<file path="src/rtl/dma_channel_scheduler_if.sv">
// Bus-side bundle of the DMA channel scheduler.
// master: scheduler drives HRQ/DACK/GRANT_CH/XFER_START/XFER_ABORT;
// slave: CPU and timing block drive HLDA/XFER_DONE/TC/EOP_N.
interface dma_channel_scheduler_if #(
  parameter int NUM_CH = 4,
  parameter int CH_W   = 2
);
  logic              HRQ;
  logic              HLDA;
  logic [NUM_CH-1:0] DACK;
  logic [CH_W-1:0]   GRANT_CH;
  logic              XFER_START;
  logic              XFER_ABORT;
  logic              XFER_DONE;
  logic              TC;
  logic              EOP_N;

  modport master (
    output HRQ,
    output DACK,
    output GRANT_CH,
    output XFER_START,
    output XFER_ABORT,
    input  HLDA,
    input  XFER_DONE,
    input  TC,
    input  EOP_N
  );

  modport slave (
    input  HRQ,
    input  DACK,
    input  GRANT_CH,
    input  XFER_START,
    input  XFER_ABORT,
    output HLDA,
    output XFER_DONE,
    output TC,
    output EOP_N
  );
endinterface

</file>
<file path="src/rtl/dma_channel_scheduler.sv">
// Request-side sequencer of the 4-channel DMA controller.
// Ports: CLK, RESET_N (async low); DREQ/MASK/ROTATE/MODE/CLR_TC in;
// TC_STATUS out; bus = HRQ/HLDA/DACK/GRANT_CH/XFER_* /TC/EOP_N.
module dma_channel_scheduler #(
  parameter int NUM_CH = 4,
  parameter int CH_W   = 2
) (
  input  logic                CLK,
  input  logic                RESET_N,
  input  logic [NUM_CH-1:0]   DREQ,
  input  logic [NUM_CH-1:0]   MASK,
  input  logic                ROTATE,
  input  logic [2*NUM_CH-1:0] MODE,
  input  logic [NUM_CH-1:0]   CLR_TC,
  output logic [NUM_CH-1:0]   TC_STATUS,
  dma_channel_scheduler_if.master bus
);

  typedef enum logic [2:0] {
    S_IDLE,
    S_REQ,
    S_GRANT,
    S_XFER,
    S_REL
  } state_t;

  state_t state_q, state_d;

  logic [CH_W-1:0]   grant_q, grant_d;
  logic [CH_W-1:0]   ptr_q, ptr_d;
  logic [NUM_CH-1:0] tcs_q, tcs_d;
  logic [NUM_CH-1:0] tc_set;
  logic [NUM_CH-1:0] ereq;
  logic              eop_q, eop_d;
  logic              abort_q, abort_d;

  logic [CH_W-1:0]   winner;
  logic [CH_W-1:0]   idx;
  logic              found;
  logic [1:0]        cur_mode;
  logic              is_block;
  logic              is_demand;
  logic              bus_act;

  assign ereq = DREQ & ~MASK & ~tcs_q;

  // Search order starts after the pointer when rotating;
  // index arithmetic wraps because NUM_CH is a power of two.
  always_comb begin
    winner = '0;
    found  = 1'b0;
    idx    = '0;
    for (int i = 0; i < NUM_CH; i++) begin
      idx = ROTATE ? ptr_q + CH_W'(1) + CH_W'(i)
                   : CH_W'(i);
      if (!found && ereq[idx]) begin
        winner = idx;
        found  = 1'b1;
      end
    end
  end

  // Mode 11 falls through to single behaviour.
  assign cur_mode  = MODE[{grant_q, 1'b0} +: 2];
  assign is_block  = (cur_mode == 2'b10);
  assign is_demand = (cur_mode == 2'b00);

  always_comb begin
    state_d = state_q;
    grant_d = grant_q;
    ptr_d   = ptr_q;
    tc_set  = '0;
    eop_d   = eop_q;
    abort_d = 1'b0;

    unique case (state_q)
      S_IDLE: begin
        if (|ereq) state_d = S_REQ;
      end
      S_REQ: begin
        if (bus.HLDA) begin
          if (|ereq) begin
            grant_d = winner;
            state_d = S_GRANT;
          end else begin
            state_d = S_REL;
          end
        end
      end
      S_GRANT: begin
        if (!bus.HLDA) begin
          abort_d = 1'b1;
          state_d = S_IDLE;
        end else begin
          state_d = S_XFER;
        end
      end
      S_XFER: begin
        if (!bus.HLDA) begin
          abort_d = 1'b1;
          state_d = S_IDLE;
        end else if (bus.XFER_DONE) begin
          if (bus.TC || eop_q) begin
            tc_set[grant_q] = 1'b1;
            state_d = S_REL;
          end else begin
            unique case (1'b1)
              is_block:
                state_d = S_GRANT;
              is_demand && DREQ[grant_q]:
                state_d = S_GRANT;
              default:
                state_d = S_REL;
            endcase
          end
          // Just-serviced channel drops to lowest priority.
          if (state_d == S_REL && ROTATE)
            ptr_d = grant_q;
        end
      end
      S_REL: begin
        if (!bus.HLDA) state_d = S_IDLE;
      end
      default: state_d = S_IDLE;
    endcase

    if ((state_q == S_GRANT || state_q == S_XFER)
        && !bus.EOP_N)
      eop_d = 1'b1;
    // EOP belongs to one transfer only; also drop it on abort.
    if (state_q == S_XFER && state_d != S_XFER)
      eop_d = 1'b0;
    if (state_d == S_IDLE)
      eop_d = 1'b0;
  end

  // Set beats clear on the same bit.
  assign tcs_d = (tcs_q & ~CLR_TC) | tc_set;

  always_ff @(posedge CLK or negedge RESET_N) begin
    if (!RESET_N) begin
      state_q <= S_IDLE;
      grant_q <= '0;
      ptr_q   <= CH_W'(NUM_CH - 1);
      tcs_q   <= '0;
      eop_q   <= 1'b0;
      abort_q <= 1'b0;
    end else begin
      state_q <= state_d;
      grant_q <= grant_d;
      ptr_q   <= ptr_d;
      tcs_q   <= tcs_d;
      eop_q   <= eop_d;
      abort_q <= abort_d;
    end
  end

  assign bus_act = (state_q == S_GRANT)
                || (state_q == S_XFER);

  assign bus.HRQ        = (state_q == S_REQ) || bus_act;
  assign bus.DACK       = bus_act ? (NUM_CH'(1) << grant_q)
                                  : '0;
  assign bus.GRANT_CH   = grant_q;
  assign bus.XFER_START = (state_q == S_GRANT);
  assign bus.XFER_ABORT = abort_q;
  assign TC_STATUS      = tcs_q;

endmodule

</file>
<file path="src/flat_wrapper.sv">
// flat-port wrapper written by rule: the top's interface ports become plain ports
module dma_channel_scheduler_flat 
#(
  parameter int NUM_CH = 4,
  parameter int CH_W   = 2
)
  (CLK, RESET_N, DREQ, MASK, ROTATE, MODE, CLR_TC, TC_STATUS, bus_HRQ, bus_DACK, bus_GRANT_CH, bus_XFER_START, bus_XFER_ABORT, bus_HLDA, bus_XFER_DONE, bus_TC, bus_EOP_N);
  dma_channel_scheduler_if #(.NUM_CH(NUM_CH), .CH_W(CH_W)) bus_i ();
  input  logic CLK;
  input  logic RESET_N;
  input  logic [NUM_CH-1:0] DREQ;
  input  logic [NUM_CH-1:0] MASK;
  input  logic ROTATE;
  input  logic [2*NUM_CH-1:0] MODE;
  input  logic [NUM_CH-1:0] CLR_TC;
  output logic [NUM_CH-1:0] TC_STATUS;
  output wire logic [$bits(bus_i.HRQ)-1:0] bus_HRQ;
  output wire logic [$bits(bus_i.DACK)-1:0] bus_DACK;
  output wire logic [$bits(bus_i.GRANT_CH)-1:0] bus_GRANT_CH;
  output wire logic [$bits(bus_i.XFER_START)-1:0] bus_XFER_START;
  output wire logic [$bits(bus_i.XFER_ABORT)-1:0] bus_XFER_ABORT;
  input wire logic [$bits(bus_i.HLDA)-1:0] bus_HLDA;
  input wire logic [$bits(bus_i.XFER_DONE)-1:0] bus_XFER_DONE;
  input wire logic [$bits(bus_i.TC)-1:0] bus_TC;
  input wire logic [$bits(bus_i.EOP_N)-1:0] bus_EOP_N;
  assign bus_HRQ = bus_i.HRQ;
  assign bus_DACK = bus_i.DACK;
  assign bus_GRANT_CH = bus_i.GRANT_CH;
  assign bus_XFER_START = bus_i.XFER_START;
  assign bus_XFER_ABORT = bus_i.XFER_ABORT;
  assign bus_i.HLDA = bus_HLDA;
  assign bus_i.XFER_DONE = bus_XFER_DONE;
  assign bus_i.TC = bus_TC;
  assign bus_i.EOP_N = bus_EOP_N;
  dma_channel_scheduler #(.NUM_CH(NUM_CH), .CH_W(CH_W)) u_core (.CLK(CLK), .RESET_N(RESET_N), .DREQ(DREQ), .MASK(MASK), .ROTATE(ROTATE), .MODE(MODE), .CLR_TC(CLR_TC), .TC_STATUS(TC_STATUS), .bus(bus_i));
endmodule
</file>
<file path="config.mk">
export PLATFORM = sky130hd
export DESIGN_NAME = dma_channel_scheduler_flat
export DESIGN_NICKNAME = d
export VERILOG_FILES = /design/src/rtl/dma_channel_scheduler_if.sv /design/src/rtl/dma_channel_scheduler.sv /design/src/flat_wrapper.sv
export SDC_FILE = /design/constraint.sdc
export NUM_CORES = 1
export LEC_CHECK = 0
export ABC_AREA = 1
export CORE_AREA = 2 2 43 74
export DETAILED_ROUTE_END_ITERATION = 16
export DIE_AREA = 0 0 45 76
export HOLD_SLACK_MARGIN = 0.06
export PLACE_DENSITY = 0.74
export SLEW_MARGIN = 20
export SYNTH_ARGS = -nofsm -noshare
export SYNTH_HDL_FRONTEND = slang
export SYNTH_SLANG_ARGS = --single-unit
</file>
<file path="constraint.sdc">
create_clock -name CLK -period 1.3 [get_ports CLK]
set_input_delay 0.195 -clock CLK [delete_from_list [all_inputs] [get_ports CLK]]
set_output_delay 0.195 -clock CLK [all_outputs]
set_load 0.05 [all_outputs]
</file>
==> qor.csv <==
metric,value,unit
GRT Total Usage,0.259,
vias,1547,
clk_lat worst skew,0.24,ns
post-DR wirelength/cell,16.3,um
Num Clock Sinks,13,
die height,76,um
worst setup path endpoint,u_core.bus.GRANT_CH[0]$_DFFE_PN0P_,
pwr dens,1980,nW/um^2
sequential share of the synthesized area,0.301,
# H-tree levels,1,
area share of the largest cell type after synthesis,0.253,
"Cell Chain, Critical Path",buf_6 -> nor2_2 -> inv_1 -> nand2_2 -> inv_4 -> nand3_4 -> nand2_4 -> nor2_2 -> nor2_1 -> nand2_1 -> nand3_2 -> nand2_1,
final wirelength,4.73,mm
Max-Cap Viols,0,
vias in the first global route,1531,
Pins Over Slew Limit,0,
"Buf+Inv Stages, Crit Path",3,
"commonest non-fill, non-tap cells in the layout","buf_4, nand2_1, clkdlybuf4s50_1",
Worst Reg-to-Reg Cells,12,
Syn Inst Count,168,
crit start category,flip-flop,
Post-synth EDFFs,0,
pin count of the biggest net entering global routing,14,
GRT Residual Overflow,0,
fin crit share,1.20,
Final HPWL DP,3.00,mm
chip width,45,um
CTS root buf,clkbuf_8,
synthesis-stage register bit count,13,
ys async rst share,1.00,
fill count,160,
TritonCTS clock tree,built,
initial antenna violation count,0,
Worst Setup SP,u_core.ptr_q[0]$_DFFE_PN1P_,
Iteration-0 DRC Markers,49,
Post-synth top flop,dfrtp_1,
crit path kind,reg -> reg,
CTS Hold Buffers Added,0,
"Hold Violations, Final",0,
Crit. path cell count,12,
Peak VDD IR,1700,uV
I/O Buffers,39,
clk slew on worst S/H paths,0.06,ns
Final min period,1.56,ns
post-synthesis average cell area,6.47,um^2
DRT Pass-1 Iters,4,
Starting Density,0.380,
Synthesized Nets,195,
status,"complete, but fails checks",
max incr delay on CP,0.55,ns
RePlAce Congestion,0.957,
"Slowest-stage cell, CP",dfstp_2,
failing checks,setup timing,
Final Skew,0.00562,ns
DRC,0,
CP Max Fanout,4,
layout cells sized above 1,0.595,
HP Class,in -> async,
ranking of synthesized cells by area,"dfrtp_1, nand2_1, nor2_1",
P_leak,1.09,nW
Layout Area Growth over Synthesis,116,%
first-pass GRT wire length,6.73,mm
RSZ-0062 raised after global routing,true,
"CP delay by family, top",simple AND/OR/NAND/NOR gates,
Max Root-Sink Buffers,2,
R2R Path End,u_core.bus.GRANT_CH[0]$_DFFE_PN0P_,
final core utilization,0.820,
Peak Freq,641,MHz
core area,2860,um^2
Final Net Count,290,
"Distinct cells, synth",22,
Reg2Reg Setup Slack,-0.26,ns
CP required,1.43,ns
Max transition margin,0.814,
io pins,40,
die footprint,3420,um^2
setup ws final,-0.260,ns
row count,26,
Synth area leader,dfrtp_1,
Setup crit end kind,flip-flop,
YS warnings,0,
ANT nets after route,0,
setup violators final,17,
vias per cell,5.33,
Mapped Area,1090,um^2
Least-Margin Pin Slew,0.280,ns
"commonest non-fill, non-tap cell in the layout",buf_4,
Setup TNS,-2.47,ns
Worst EP arrival,1.69,ns
RR Startpoint,u_core.ptr_q[0]$_DFFE_PN1P_,
CTS Buf Count,3,
ant diodes,0,
hold slack,0.261,ns
-- registers in the layout, summed over array words and instances (netlist names) --
name                   count
u_core.bus.XFER_ABORT      1
u_core.state_q             3
u_core.TC_STATUS           4
u_core.ptr_q               2
u_core.bus.GRANT_CH        2
u_core.eop_q               1
-- cells in the mapped netlist (2+ instances only) --
master,number
nor2_4,3
inv_1,17
nand2_1,49
nand3_1,11
inv_2,6
dfrtp_1,11
o21ai_1,2
nand3_2,4
a21oi_1,3
nand2_2,12
nor2_1,26
nor2_2,7
o32ai_1,4
nand3b_1,4
dfstp_2,2
-- power breakdown --
part           switching (mW)  internal, mW
Clock                   0.153         0.217
Sequential              0.189         0.547
Combinational            1.93          1.63
Total                    2.27          2.39
-- repair_timing --
action	CTS	global route
pin swaps	13	23
buffers inserted	6	9
cloned	0	0
gates resized for setup	33	37
endpoints found under the hold margin	0	0
setup endpoints to repair	18	18
-- layer usage --
| layer | vias to the layer above | share of wire | track usage |
|---|---|---|---|
| met4 | 0 | 0.043 | 0.0882 |
| met5 | - | 0 | 0 |
| met2 | 69 | 0.56 | 0.483 |
| met1 | 733 | 0.35 | 0.276 |
| met3 | 22 | 0.049 | 0.0332 |
| li1 | 723 | - | - |
-- how the worst min path moves through the flow --
stage	start	endpoint	slack (ns)	cells after the start
finish	RESET_N	u_core.TC_STATUS[0]$_DFF_PN0_	0.26	2
global route	RESET_N	u_core.TC_STATUS[0]$_DFF_PN0_	0.28	2
CTS	RESET_N	u_core.TC_STATUS[0]$_DFF_PN0_	0.26	2
detailed placement	u_core.ptr_q[1]$_DFFE_PN1P_	u_core.ptr_q[1]$_DFFE_PN1P_	0.48	2
global placement	u_core.ptr_q[1]$_DFFE_PN1P_	u_core.ptr_q[1]$_DFFE_PN1P_	0.48	2
floorplan	RESET_N	u_core.TC_STATUS[0]$_DFF_PN0_	-0.10	0
-- cell type report --
type / instances / area, um^2 / share of cell area
clock buffer: 4 / 45.0 / 0.0192
inverter: 23 / 98.8 / 0.0421
multi-input combinational: 132 / 887 / 0.378
sequential: 13 / 338 / 0.144
tap: 28 / 35.0 / 0.0149
timing repair buffer: 90 / 945 / 0.402
-- per-stage QoR --
step / setup slack (ns) / power, mW / area (um^2) / cells
2_1_floorplan: -0.158 / 2.13 / 1130 / 168
3_5_place_dp: -0.479 / 3.37 / 1970 / 273
5_1_grt: -0.398 / 4.91 / 2350 / 290
4_1_cts: -0.215 / 4.09 / 2160 / 283
6_report: -0.260 / 4.66 / 2350 / 290
3_3_place_gp: -0.470 / 3.32 / 1970 / 273
-- logic make-up (layout without fill, tap and decap cells) --
logic type / after synthesis / in the layout / share of synthesized area
flip-flops: 13 / 13 / 0.301
AND/OR/NAND/NOR: 118 / 118 / 0.530
AO/OA/AOI/OAI: 14 / 14 / 0.0886
buffers and inverters: 23 / 117 / 0.0794
No activity file was read; power rests on OpenSTA's default activity.
